--- src/rtl/al_w2n_arb.sv ---
// Round-robin arbiter feeding one wide-to-narrow beat sequencer.
// The granted source's word is held and streamed as beats tagged with its index.
module al_w2n_arb #(
  parameter  int NUM_SRC   = 4,
  parameter  int DAT_IN_W  = 32,
  parameter  int DAT_OUT_W = 8,
  localparam int BEATS     = DAT_IN_W / DAT_OUT_W,
  localparam int AL_SEL_W  = (BEATS > 1) ? $clog2(BEATS) : 1,
  localparam int SRC_ID_W  = (NUM_SRC > 1) ? $clog2(NUM_SRC) : 1
) (
  input  logic                         clk,
  input  logic                         rst,
  input  logic [NUM_SRC-1:0]           us_vld,
  input  logic [NUM_SRC*AL_SEL_W-1:0]  us_last_vld_sel,
  input  logic [NUM_SRC*DAT_IN_W-1:0]  us_dat,
  output logic [NUM_SRC-1:0]           us_rd_rqst,
  input  logic                         ds_rdy,
  output logic                         ds_vld,
  output logic [DAT_OUT_W-1:0]         ds_dat,
  output logic [SRC_ID_W-1:0]          ds_src_id,
  output logic                         ds_last,
  output logic                         busy
);

  typedef enum logic {IDLE, XFER} state_t;

  state_t                state_reg;
  logic [DAT_IN_W-1:0]   word_reg;
  logic [AL_SEL_W-1:0]   lim_reg;
  logic [SRC_ID_W-1:0]   src_reg;
  logic [AL_SEL_W-1:0]   beat_reg;
  logic [SRC_ID_W-1:0]   rr_ptr_reg;

  logic [SRC_ID_W:0]     cand_sum [NUM_SRC];
  logic [SRC_ID_W-1:0]   cand_idx [NUM_SRC];
  logic                  grant_vld;
  logic [SRC_ID_W-1:0]   grant_idx;
  logic                  grant_en;
  logic                  do_grant;
  logic [SRC_ID_W-1:0]   rr_ptr_next;

  // Candidate k is rr_ptr+k folded back into 0..NUM_SRC-1 without a modulo.
  generate
    for (genvar gi = 0; gi < NUM_SRC; gi++) begin : g_cand
      assign cand_sum[gi] = {1'b0, rr_ptr_reg} + (SRC_ID_W+1)'(gi);
      assign cand_idx[gi] = (cand_sum[gi] >= (SRC_ID_W+1)'(NUM_SRC))
                          ? SRC_ID_W'(cand_sum[gi] - (SRC_ID_W+1)'(NUM_SRC))
                          : SRC_ID_W'(cand_sum[gi]);
    end
  endgenerate

  // Scan from the far end so the nearest candidate to rr_ptr wins.
  always_comb begin
    grant_vld = 1'b0;
    grant_idx = '0;
    for (int k = NUM_SRC - 1; k >= 0; k--) begin
      if (us_vld[cand_idx[k]]) begin
        grant_vld = 1'b1;
        grant_idx = cand_idx[k];
      end
    end
  end

  assign ds_vld    = (state_reg == XFER);
  assign busy      = ds_vld;
  assign ds_last   = ds_vld && (beat_reg == lim_reg);
  assign ds_dat    = word_reg[beat_reg*DAT_OUT_W +: DAT_OUT_W];
  assign ds_src_id = src_reg;

  // rst gates the pop so nothing is consumed while the block is held in reset.
  assign grant_en    = !rst && ((state_reg == IDLE) || (ds_last && ds_rdy));
  assign do_grant    = grant_en && grant_vld;
  assign rr_ptr_next = (grant_idx == SRC_ID_W'(NUM_SRC - 1)) ? '0 : grant_idx + 1'b1;

  generate
    for (genvar gi = 0; gi < NUM_SRC; gi++) begin : g_rqst
      assign us_rd_rqst[gi] = do_grant && (grant_idx == SRC_ID_W'(gi));
    end
  endgenerate

  always_ff @(posedge clk or posedge rst) begin
    if (rst) begin
      state_reg  <= IDLE;
      word_reg   <= '0;
      lim_reg    <= '0;
      src_reg    <= '0;
      beat_reg   <= '0;
      rr_ptr_reg <= '0;
    end else if (grant_en) begin
      if (grant_vld) begin
        state_reg  <= XFER;
        word_reg   <= us_dat[grant_idx*DAT_IN_W +: DAT_IN_W];
        lim_reg    <= us_last_vld_sel[grant_idx*AL_SEL_W +: AL_SEL_W];
        src_reg    <= grant_idx;
        beat_reg   <= '0;
        rr_ptr_reg <= rr_ptr_next;
      end else begin
        state_reg  <= IDLE;
      end
    end else if ((state_reg == XFER) && ds_rdy) begin
      beat_reg <= beat_reg + 1'b1;
    end
  end

endmodule

--- config.mk ---
export PLATFORM = sky130hd
export DESIGN_NAME = al_w2n_arb
export DESIGN_NICKNAME = d
export VERILOG_FILES = /design/src/rtl/al_w2n_arb.sv
export SDC_FILE = /design/constraint.sdc
export NUM_CORES = 1
export LEC_CHECK = 0
export CORE_MARGIN = 4
export CORE_UTILIZATION = 30
export DETAILED_ROUTE_END_ITERATION = 10
export PLACE_DENSITY = 0.69
export SLEW_MARGIN = 0
export SYNTH_ARGS = -nofsm -noshare
export SYNTH_HDL_FRONTEND = slang
export SYNTH_SLANG_ARGS = --single-unit
--- constraint.sdc ---
create_clock -name clk -period 2.6 [get_ports clk]
set_input_delay 0.65 -clock clk [delete_from_list [all_inputs] [get_ports clk]]
set_output_delay 0.65 -clock clk [all_outputs]
set_load 0.005 [all_outputs]
==> impl_metrics.py, run 1 <==
metrics = {
    "synth": {
        "synth_top_family_by_area": "compound AO/OA/AOI/OAI gates",
        "ys_ff_latch": 41,
        "synthCells": 272,
        "postSynthAreaPerCell_sq_um": 9.95,
        "postSynth.asyncResetShare_pct": 100,
        "synth_simple_gate_area_share_pct": 10.7,
        "syn_area_sq_mm": 0.00271,
        "synthMuxAreaShare_pct": 20.4,
        "ys_warn_count": 0,
        "synthDistinctLibCells": 31,
        "ys_seq_area_share_pct": 37.9,
        "synth_fa_ha_area_share_pct": 0,
        "syn_nets": 415,
        "synth_compound_area_share_pct": 24.5,
        "synthFlopType": "dfrtp_1",
        "synth_edf_count": 0,
        "synthXorXnorAreaFrac_pct": 0.648,
    },
    "detailed_routing": {
        "dr.pass1.iters": 5,
        "drc": 0,
        "vias": 2978,
        "avgViaCountPerCell": 5.40,
        "ant_nets": 0,
        "drt-initial-drc-count": 109,
        "avgRoutedWirePerCell_um": 18.1,
        "drt-total-wl_mm": 9.98,
    },
    "floorplanning": {
        "die-area_sq_mm": 0.0106,
        "initial_core_util_pct": 30.9,
        "boundaryPins": 160,
        "core-area_sq_mm": 0.00876,
        "dieWidth_um": 103,
        "die_h_um": 103,
        "rows": 34,
    },
    "global_routing": {
        "track_usage_pct": 18.6,
        "gr-total-overflow": 0,
        "grt_pass1_wl_mm": 15.3,
        "antenna_found_initial": 0,
        "grt_max_degree": 77,
        "grt_pass1_vias": 3045,
    },
    "sta": {
        "fin_crit_ns": 2.51,
        "setup_tns_ns": 0,
        "slew_viol_final": 0,
        "fin_skew_ns": 0.00224,
        "slew_headroom_pct": 52.8,
        "fmax_ghz": 0.398,
        "fin_crit_sh_pct": 96.7,
        "worst_pin_slew_ns": 0.709,
        "finalHoldViolCount": 0,
        "rsz0062_at_grt": "false",
        "setup_violations": 0,
    },
    "setup_path": {
        "crit_type": "reg2out",
        "crit_path_start_kind": "register",
        "critPathArrivalTime_ns": 1.86,
        "crit_path_end_kind": "primary output",
        "cp_data_required_time_ns": 1.95,
        "cp_max_fo": 10,
    },
    "layout": {
        "areaGrowthSynthToFinish_pct": 72.8,
        "n_antenna_cell": 0,
        "drive_above_1_share_pct": 15.3,
        "finalNetCount": 585,
        "largest_reg_flops": 32,
        "final_cells": 551,
    },
    "clock_network": {
        "cts_root_buffer": "clkbuf_8",
        "cts_num_sinks": 41,
        "cts_hold_buf": 0,
        "insertion_delay_ns": 0.28,
        "clk_pin_slew_ns": 0.08,
        "clockBufferDepth": 2,
        "cts_buffers": 5,
        "htreeDepth": 2,
        "tritoncts": "yes",
    },
    "place": {
        "gp_congestion": 0.777,
        "io_buffers": 159,
        "dp.cells": 534,
        "hpwl_mm": 7.41,
    },
    "power_and_ir_drop": {
        "vdd_ir_drop_max_mv": 0.306,
        "comb_power_share_pct": 60.2,
        "p_leak_nw": 1.98,
        "total_power_mw": 3.92,
        "pwr-share-seq_pct": 29.7,
        "p_sw_share_pct": 38.6,
        "power.switching_mw": 1.51,
        "power.density_mw_per_mm2": 838,
        "clock_power_share_pct": 10.1,
        "p_int_mw": 2.40,
    },
    "status": {
        "status": "finished, final reports clean",
    },
    "worst_hold_path": {
        "hold_class": "reg2reg",
    },
    "job": {
        "maxCapViolations": 0,
    },
}
[per-layer routing]
| metal | wire length, um | vias up | track usage, % |
|---|---|---|---|
| met3 | 758 | 10 | 4.47 |
| li1 | - | 1395 | - |
| met4 | 132 | 0 | 4.78 |
| met1 | 3770 | 1464 | 22.0 |
| met2 | 5320 | 109 | 33.5 |
| met5 | 0 | - | 0 |
[worst max-delay path: stages, from the launching register on]
cell and delay [ns]:
dfrtp_1 0.42, buf_12 0.17, mux4_2 0.50, clkdlybuf4s50_1 0.49
[area by class of cell]
class | count | area (sq um)
Tap cell | 108 | 135
Multi-Input combinational cell | 199 | 1600
Fill cell | 800 | 4090
Clock inverter | 2 | 10.0
Clock buffer | 6 | 72.6
Inverter | 5 | 18.8
Sequential cell | 41 | 1030
Timing Repair Buffer | 190 | 1820
[path summary, 6_finish.rpt]
check	startpoint	endpoint	slack [ns]	cells past startpoint
setup / recovery	beat_reg[1]$_DFFE_PP0P_	ds_dat[7]	0.09	3
hold / removal	ds_src_id[0]$_DFFE_PP0P_	ds_src_id[0]$_DFFE_PP0P_	0.49	2
setup reg to reg	beat_reg[1]$_DFFE_PP0P_	rr_ptr_reg[0]$_DFFE_PP0P_	0.42	7
hold reg to reg	ds_src_id[0]$_DFFE_PP0P_	ds_src_id[0]$_DFFE_PP0P_	0.49	2
max in group asynchronous	rst	word_reg[17]$_DFFE_PP0P_	1.57	4
min in group asynchronous	rst	beat_reg[1]$_DFFE_PP0P_	0.79	4
[metrics by stage]
| stage | hold WS [ns] | util, % | instance area [sq um] | setup slack, ns |
|---|---|---|---|---|
| CTS | 0.497 | 53.2 | 4660 | 0.00372 |
| floorplan | 0.451 | - | 2710 | 0.143 |
| finish | 0.493 | 53.4 | 4680 | 0.0862 |
| global route | 0.524 | 53.4 | 4680 | 0.00545 |
| global placement | 0.469 | 51.1 | 4480 | -0.648 |
| detailed placement | 0.477 | 51.1 | 4480 | -0.727 |
[power groups by stage]
stage | logic (mW) | registers (mW) | clock network, mW
6_report | 2.36 | 1.16 | 0.397
5_1_grt | 2.60 | 1.20 | 0.450
4_1_cts | 2.37 | 1.16 | 0.413
2_1_floorplan | 1.40 | 1.06 | 0
3_5_place_dp | 2.29 | 1.16 | 0
3_3_place_gp | 2.25 | 1.16 | 0
[Yosys cell counts, types with 2 or more instances]
| cell | n | share of area (%) |
|---|---|---|
| a21oi_1 | 6 | 1.1 |
| a22oi_1 | 34 | 9.4 |
| buf_2 | 9 | 1.7 |
| buf_4 | 3 | 0.83 |
| buf_6 | 2 | 0.83 |
| clkbuf_1 | 12 | 1.7 |
| dfrtp_1 | 41 | 38 |
| inv_1 | 5 | 0.69 |
| mux2i_1 | 36 | 13 |
| mux4_2 | 8 | 6.7 |
| nand2_1 | 41 | 5.7 |
| nand2b_1 | 3 | 0.69 |
| nor2_1 | 8 | 1.1 |
| nor2b_1 | 5 | 1.2 |
| nor3_1 | 2 | 0.37 |
| o21ai_0 | 8 | 1.5 |
| o221ai_1 | 34 | 11 |
| xor2_1 | 2 | 0.65 |
[what timing repair did]
action / 4_1_cts / 5_1_grt
endpoints found under the hold margin: 0 / 0
setup endpoints to repair: 45 / 12
gates resized for setup: 44 / 11
buffers inserted: 9 / 2
pin swaps: 4 / 2
[logic make-up (layout without fill, tap and decap cells)]
kind of cell           Yosys count  count (layout)
buffers and inverters           32             203
multiplexers                    45              45
flip-flops                      41              41
XOR/XNOR                         2               2
AND/OR/NAND/NOR                 65              65
AO/OA/AOI/OAI                   87              87
[placed cells by master, fill, tap and decap left out]
master / netlist / final
a21oi_1: 6 / 6
a21oi_4: 0 / 1
a221o_1: 1 / 1
a22oi_1: 34 / 34
a31oi_1: 1 / 1
and2_1: 1 / 1
buf_12: 0 / 1
buf_2: 9 / 6
buf_4: 3 / 26
buf_6: 2 / 5
clkbuf_1: 12 / 1
clkbuf_2: 0 / 1
clkbuf_8: 0 / 5
clkdlybuf4s50_1: 0 / 148
clkinv_2: 0 / 2
dfrtp_1: 41 / 41
dlygate4sd2_1: 0 / 2
dlymetal6s2s_1: 0 / 1
inv_1: 5 / 3
inv_2: 0 / 2
mux2_2: 1 / 1
mux2i_1: 36 / 36
mux4_2: 8 / 8
nand2_1: 41 / 41
nand2b_1: 3 / 2
nand2b_4: 0 / 1
nand3_1: 1 / 1
nand4_1: 1 / 1
nor2_1: 8 / 6
nor2_2: 0 / 2
nor2b_1: 5 / 5
nor3_4: 0 / 3
nor4_4: 0 / 1
o21ai_0: 8 / 8
o21ai_2: 0 / 1
o221ai_1: 34 / 34
o32ai_2: 0 / 1
or3_4: 0 / 1
xor2_1: 2 / 2
(Power assumes the default switching activity.)
==> run 2: changes to the inputs <==
==> constraint.sdc (replaced) <==
create_clock -name clk -period 2.6 [get_ports clk]
set_input_delay 0.65 -clock clk [delete_from_list [all_inputs] [get_ports clk]]
set_output_delay 0.65 -clock clk [all_outputs]
set_load 0.01 [all_outputs]
==> run 2 against run 1 <==
  * Global-route usage shrank 0.69 points
  * Register-to-register slack gained 0.13 ns
  * Count of clock-buffer cells in the layout is 1 lower
  * Die area unchanged
  * Critical path type unchanged
  * First-iteration DRC count decreased by 39%
  * Sequential power hardly changed
  * Largest cell class unchanged
==> impl_metrics.py, run 2 (synthesis gave the netlist of run 1 again) <==
metrics = {
    "floorplanning": {
        "rows": 34,
        "dieWidth_um": 103,
        "die-area_sq_mm": 0.0106,
        "die_h_um": 103,
        "initial_core_util_pct": 30.9,
        "core-area_sq_mm": 0.00876,
        "boundaryPins": 160,
    },
    "setup_path": {
        "rrSetupSlack_ns": 0.55,
        "crit_type": "reg2out",
        "crit_path_start_kind": "register",
        "cp-startpoint": "beat_reg[1]$_DFFE_PP0P_",
        "worstReg2RegStart": "beat_reg[1]$_DFFE_PP0P_",
        "cp_data_required_time_ns": 1.95,
        "cp-endpoint": "ds_dat[4]",
        "r2r_cells": 6,
        "crit_path_end_kind": "primary output",
        "worst_r2r_endpoint": "rr_ptr_reg[0]$_DFFE_PP0P_",
        "critPathArrivalTime_ns": 1.89,
        "cp_max_fo": 10,
    },
    "power_and_ir_drop": {
        "pwr-share-seq_pct": 27.9,
        "power.switching_mw": 1.56,
        "p_int_mw": 2.55,
        "p_leak_nw": 2.03,
        "power.density_mw_per_mm2": 878,
        "clock_power_share_pct": 15.2,
        "vdd_ir_drop_max_mv": 0.321,
        "comb_power_share_pct": 56.9,
        "p_sw_share_pct": 37.9,
    },
    "clock_network": {
        "insertion_delay_ns": 0.30,
        "cts_root_buffer": "clkbuf_8",
        "clk_pin_slew_ns": 0.08,
        "cts_buffers": 5,
        "clockBufferDepth": 2,
        "htreeDepth": 2,
        "tritoncts": "yes",
        "cts_num_sinks": 41,
    },
    "layout": {
        "drive_above_1_share_pct": 14.0,
        "largest_reg_flops": 32,
        "final.fill_count": 809,
        "finalNetCount": 578,
        "n_antenna_cell": 0,
        "utilization_pct": 53.4,
        "mostFrequentLayoutCells": "clkdlybuf4s50_1, nand2_1, dfrtp_1",
        "final_common_cell": "clkdlybuf4s50_1",
        "areaGrowthSynthToFinish_pct": 72.9,
    },
    "detailed_routing": {
        "drt-total-wl_mm": 9.56,
        "vias": 2864,
        "drc": 0,
        "dr.pass1.iters": 4,
        "drt-initial-drc-count": 67,
        "ant_nets": 0,
        "avgRoutedWirePerCell_um": 17.6,
        "avgViaCountPerCell": 5.26,
    },
    "sta": {
        "slew_headroom_pct": 52.6,
        "fin_crit_sh_pct": 97.7,
        "fin_crit_ns": 2.54,
        "rsz0062_at_grt": "false",
        "finalHoldViolCount": 0,
        "slew_viol_final": 0,
        "setup_tns_ns": 0,
        "setup_violations": 0,
        "fin_skew_ns": 0.0104,
        "worst_pin_slew_ns": 0.712,
        "timing.hold.ws_ns": 0.498,
        "fmax_ghz": 0.394,
    },
    "global_routing": {
        "grt_pass1_vias": 2972,
        "grt_max_degree": 77,
        "gr-total-overflow": 0,
        "grt_pass1_wl_mm": 14.8,
        "track_usage_pct": 17.9,
        "antenna_found_initial": 0,
    },
    "place": {
        "io_buffers": 159,
        "hpwl_mm": 7.28,
        "gp_congestion": 0.801,
    },
    "status": {
        "status": "finished, final reports clean",
    },
    "job": {
        "maxCapViolations": 0,
    },
    "worst_hold_path": {
        "hold_class": "reg2reg",
    },
}
==> run 2: cell types whose count changed in the layout (fill, tap and decap cells not counted), sizes merged <==
cell / previous run / this run
inv: 5 / 6
buf: 38 / 28
dlygate4sd2: 2 / 1
bufinv: 0 / 2
clkdlybuf4s15: 0 / 2
clkinv: 2 / 0
clkdlybuf4s50: 148 / 144
dlymetal6s2s: 1 / 6
==> run 2: area by class of cell <==
class	count	area [sq um]	share of cell area, %
Inverter	5	18.8	0.401
Tap cell	108	135	2.89
Clock buffer	5	68.8	1.47
Clock inverter	3	68.8	1.47
Sequential cell	41	1030	21.9
Multi-Input combinational cell	199	1590	34.0
Timing Repair Buffer	183	1770	37.8
==> run 2: repair_timing <==
action                                  4_1_cts  5_1_grt
hold buffers                                  0        0
buffers inserted                              2        0
gates resized for setup                      37       11
endpoints found under the setup margin       50       13
pin swaps                                     4        1
==> run 2: metal layers <==
| layer | vias to the layer above | GRT usage [%] | part of all wire (%) |
|---|---|---|---|
| met5 | - | 0 | 0 |
| met4 | 0 | 4.18 | 1.5 |
| met3 | 12 | 4.13 | 6.4 |
| met2 | 104 | 31.5 | 53 |
| met1 | 1361 | 22.1 | 39 |
| li1 | 1387 | - | - |
==> run 2: worst max-delay path, stage by stage, from the launching register on <==
cell	delay [ns]
dfrtp_1	0.41
buf_8	0.18
mux4_2	0.51
clkdlybuf4s50_1	0.50
==> run 2: through the flow <==
step | setup WS [ns] | power, mW | instances | instance area, sq um
final | 0.0594 | 4.11 | 544 | 4680
after global routing | 0.00408 | 4.44 | 544 | 4680
after CTS | 0.0152 | 4.18 | 544 | 4680
after detailed placement | -0.734 | 3.50 | 534 | 4480
after global placement | -0.677 | 3.47 | 534 | 4480
after floorplan | 0.121 | 2.53 | 272 | 2710
==> run 2: how the worst min path moves through the flow <==
stage                              from  slack, ns  cells past startpoint                        to
2_1_floorplan  word_reg[10]$_DFFE_PP0P_       0.45                      2  word_reg[10]$_DFFE_PP0P_
3_3_place_gp   word_reg[15]$_DFFE_PP0P_       0.47                      2  word_reg[15]$_DFFE_PP0P_
3_5_place_dp   word_reg[26]$_DFFE_PP0P_       0.48                      2  word_reg[26]$_DFFE_PP0P_
4_1_cts        word_reg[26]$_DFFE_PP0P_       0.50                      2  word_reg[26]$_DFFE_PP0P_
5_1_grt        word_reg[26]$_DFFE_PP0P_       0.53                      2  word_reg[26]$_DFFE_PP0P_
6_report       word_reg[26]$_DFFE_PP0P_       0.50                      2  word_reg[26]$_DFFE_PP0P_
==> run 2: power groups by stage <==
stage          clock network [mW]  registers [mW]  logic, mW
2_1_floorplan                   0            1.07       1.46
3_3_place_gp                    0            1.15       2.32
3_5_place_dp                    0            1.16       2.35
4_1_cts                     0.637            1.15       2.40
5_1_grt                     0.671            1.18       2.58
6_report                    0.624            1.15       2.34
==> run 3: changes to the inputs <==
--- a/config.mk
+++ b/config.mk
@@ -5,10 +5,12 @@
 export SDC_FILE = /design/constraint.sdc
 export NUM_CORES = 1
 export LEC_CHECK = 0
+export ABC_AREA = 1
+export CORE_ASPECT_RATIO = 0.6
 export CORE_MARGIN = 4
 export CORE_UTILIZATION = 30
 export DETAILED_ROUTE_END_ITERATION = 10
-export PLACE_DENSITY = 0.69
+export PLACE_DENSITY = 0.64
 export SLEW_MARGIN = 0
 export SYNTH_ARGS = -nofsm -noshare
 export SYNTH_HDL_FRONTEND = slang
==> run 3 against run 2 <==
  * The run now ends with negative setup slack left
  * Highest routed layer is now met5
  * Clock power grew 29%
  * Largest power group unchanged
  * Non-clock buffer count grew 11
  * Critical path type unchanged
  * Global-route usage grew 0.69 points
  * Fmax shrank 2.5%
==> impl_metrics.py, run 3 <==
metrics = {
    "power_and_ir_drop": {
        "power.density_mw_per_mm2": 1330,
        "total_power_mw": 7.70,
        "vdd_ir_drop_max_mv": 0.764,
        "p_leak_nw": 3.01,
    },
    "setup_path": {
        "crit_path_end_kind": "primary output",
        "cp_slowest_cell": "dfrtp_2",
        "crit_type": "reg2out",
        "cp_max_fo": 7,
        "crit_chain": "inv_4 > nand2_1 > nand2_2 > nand2_2 > nand2_2 > nor2_4 > inv_2 > nor2_2 > nor2_4 > nand2_2 > nor2_2 > buf_2",
        "crit_buf_inv": 3,
        "critPathArrivalTime_ns": 1.96,
        "worst-path-stages": 12,
        "crit_family": "simple AND/OR/NAND/NOR gates",
        "max_stage_delay_ns": 0.47,
        "crit_path_start_kind": "register",
        "timing.critical_path.mode_cell": "nand2_2",
        "cp_data_required_time_ns": 1.95,
        "r2r_cells": 17,
    },
    "synth": {
        "synthCells": 624,
        "syn_area_sq_mm": 0.00363,
        "netlist.area_leader.share_pct": 32.6,
        "ys_ff_latch": 41,
        "synthDistinctLibCells": 24,
        "synth.area.top_cells": "nand2_1, dfrtp_1, nand3_1",
        "postSynthAreaPerCell_sq_um": 5.81,
        "synthFlopType": "dfrtp_1",
        "synth_commonest_cells": "nand2_1, nand3_1, inv_1",
        "postSynth.asyncResetShare_pct": 100,
        "ys_seq_area_share_pct": 28.3,
        "synth_area_leader_cell": "nand2_1",
        "yosys.cell_count.top_type": "nand2_1",
        "ys_warn_count": 0,
        "synth_edf_count": 0,
        "syn_nets": 767,
    },
    "detailed_routing": {
        "dr.pass1.iters": 5,
        "ant_nets": 0,
        "drc": 0,
        "drt-initial-drc-count": 205,
        "avgViaCountPerCell": 4.73,
        "drt-total-wl_mm": 13.3,
        "vias": 4466,
        "avgRoutedWirePerCell_um": 14.1,
    },
    "layout": {
        "drive_above_1_share_pct": 12.1,
        "finalNetCount": 926,
        "postLayoutCellArea_sq_mm": 0.00578,
        "utilization_pct": 50.0,
        "final_common_cell": "nand2_1",
        "mostFrequentLayoutCells": "nand2_1, clkdlybuf4s50_1, nand3_1",
        "final_cells": 945,
        "areaGrowthSynthToFinish_pct": 59.3,
        "final.fill_count": 1200,
        "largest_reg_flops": 32,
    },
    "global_routing": {
        "grt_pass1_wl_mm": 21.0,
        "grt_pass1_vias": 4255,
        "track_usage_pct": 18.6,
        "antenna_found_initial": 2,
        "gr-total-overflow": 0,
        "grt_max_degree": 57,
    },
    "sta": {
        "slew_viol_final": 0,
        "worst_pin_slew_ns": 0.558,
        "slew_headroom_pct": 62.8,
        "setup_violations": 1,
        "fmax_ghz": 0.384,
        "fin_crit_sh_pct": 100,
        "fin_skew_ns": 0.00417,
        "finalHoldViolCount": 0,
        "setup_ws_ns": -0.00642,
        "fin_crit_ns": 2.61,
        "rsz0062_at_grt": "true",
    },
    "floorplanning": {
        "dieWidth_um": 150,
        "die-area_sq_mm": 0.0140,
        "rows": 30,
        "die_h_um": 93.2,
        "initial_core_util_pct": 31.4,
        "boundaryPins": 160,
        "core-area_sq_mm": 0.0116,
    },
    "clock_network": {
        "htreeDepth": 2,
        "clk_pin_slew_ns": 0.06,
        "insertion_delay_ns": 0.29,
        "cts_buffers": 5,
        "clockBufferDepth": 2,
        "cts_root_buffer": "clkbuf_16",
        "cts_hold_buf": 0,
        "cts_num_sinks": 41,
        "tritoncts": "yes",
    },
    "job": {
        "maxCapViolations": 0,
    },
    "place": {
        "dp.cells": 927,
        "dp_slack_ns": -0.638,
        "io_buffers": 159,
        "post_dp_cell_area_sq_mm": 0.00539,
        "gp_congestion": 0.894,
        "hpwl_mm": 10.0,
    },
    "status": {
        "failed_checks": "negative setup slack",
        "status": "finished, violations left",
    },
    "worst_hold_path": {
        "hold_class": "reg2reg",
        "holdPathStages": 2,
    },
}
## run 3: power breakdown
part	total (mW)	leakage, nW	switching [mW]	internal, mW
combinational	5.71	2.41	3.49	2.21
clock	0.807	0.0938	0.259	0.548
sequential	1.18	0.509	0.227	0.956
## run 3: what timing repair did
action / 4_1_cts / 5_1_grt
setup endpoints to repair: 4 / 7
pin swaps: 18 / 20
resized for setup: 51 / 18
buffers inserted: 2 / 7
## run 3: final cells by class
| class | instances | area [sq um] | area share [%] |
|---|---|---|---|
| inverter | 51 | 200 | 3.46 |
| clock buffer | 5 | 125 | 2.16 |
| timing repair buffer | 194 | 1860 | 32.2 |
| sequential | 41 | 1030 | 17.8 |
| tap | 160 | 200 | 3.46 |
| multi-input combinational | 490 | 2300 | 39.7 |
| antenna | 1 | 2.50 | 0.0433 |
| clock inverter | 3 | 65.1 | 1.13 |
## run 3: path summary, 6_finish.rpt
check                                             to                      start  slack [ns]
min in group asynchronous           busy$_DFFE_PP0P_                        rst        0.89
max                                    us_rd_rqst[3]  rr_ptr_reg[0]$_DFFE_PP0P_      -0.006
max reg2reg                 word_reg[23]$_DFFE_PP0P_  rr_ptr_reg[0]$_DFFE_PP0P_        0.16
min reg2reg                 word_reg[17]$_DFFE_PP0P_   word_reg[17]$_DFFE_PP0P_        0.48
max in group asynchronous  rr_ptr_reg[0]$_DFFE_PP0P_                        rst        1.29
min                         word_reg[17]$_DFFE_PP0P_   word_reg[17]$_DFFE_PP0P_        0.48
## run 3: cells by family after synthesis
| family | Yosys count | synth area share, % |
|---|---|---|
| compound gates | 30 | 4.48 |
| buf+inv | 93 | 12.2 |
| flops | 41 | 28.3 |
| simple gates | 460 | 55.0 |
## run 3: tightest hold or removal path, cell delays in order, from the launching register on
cell and delay (ns):
dfrtp_1 0.33, nand2_1 0.06, nand2_1 0.06
## run 3: per-stage QoR
stage | setup TNS, ns | hold slack (ns)
after global placement | -7.38 | 0.466
final | -0.00642 | 0.476
after CTS | 0 | 0.479
after global routing | -0.434 | 0.489
after floorplan | 0 | 0.444
after detailed placement | -9.57 | 0.464
## run 3: per-layer routing
| metal | global-route usage (%) | vias up | share of wire, % |
|---|---|---|---|
| li1 | - | 2263 | - |
| met1 | 26.0 | 2016 | 46 |
| met2 | 28.1 | 164 | 43 |
| met3 | 5.96 | 19 | 10 |
| met4 | 3.65 | 4 | 1.0 |
| met5 | 0 | - | 0.16 |
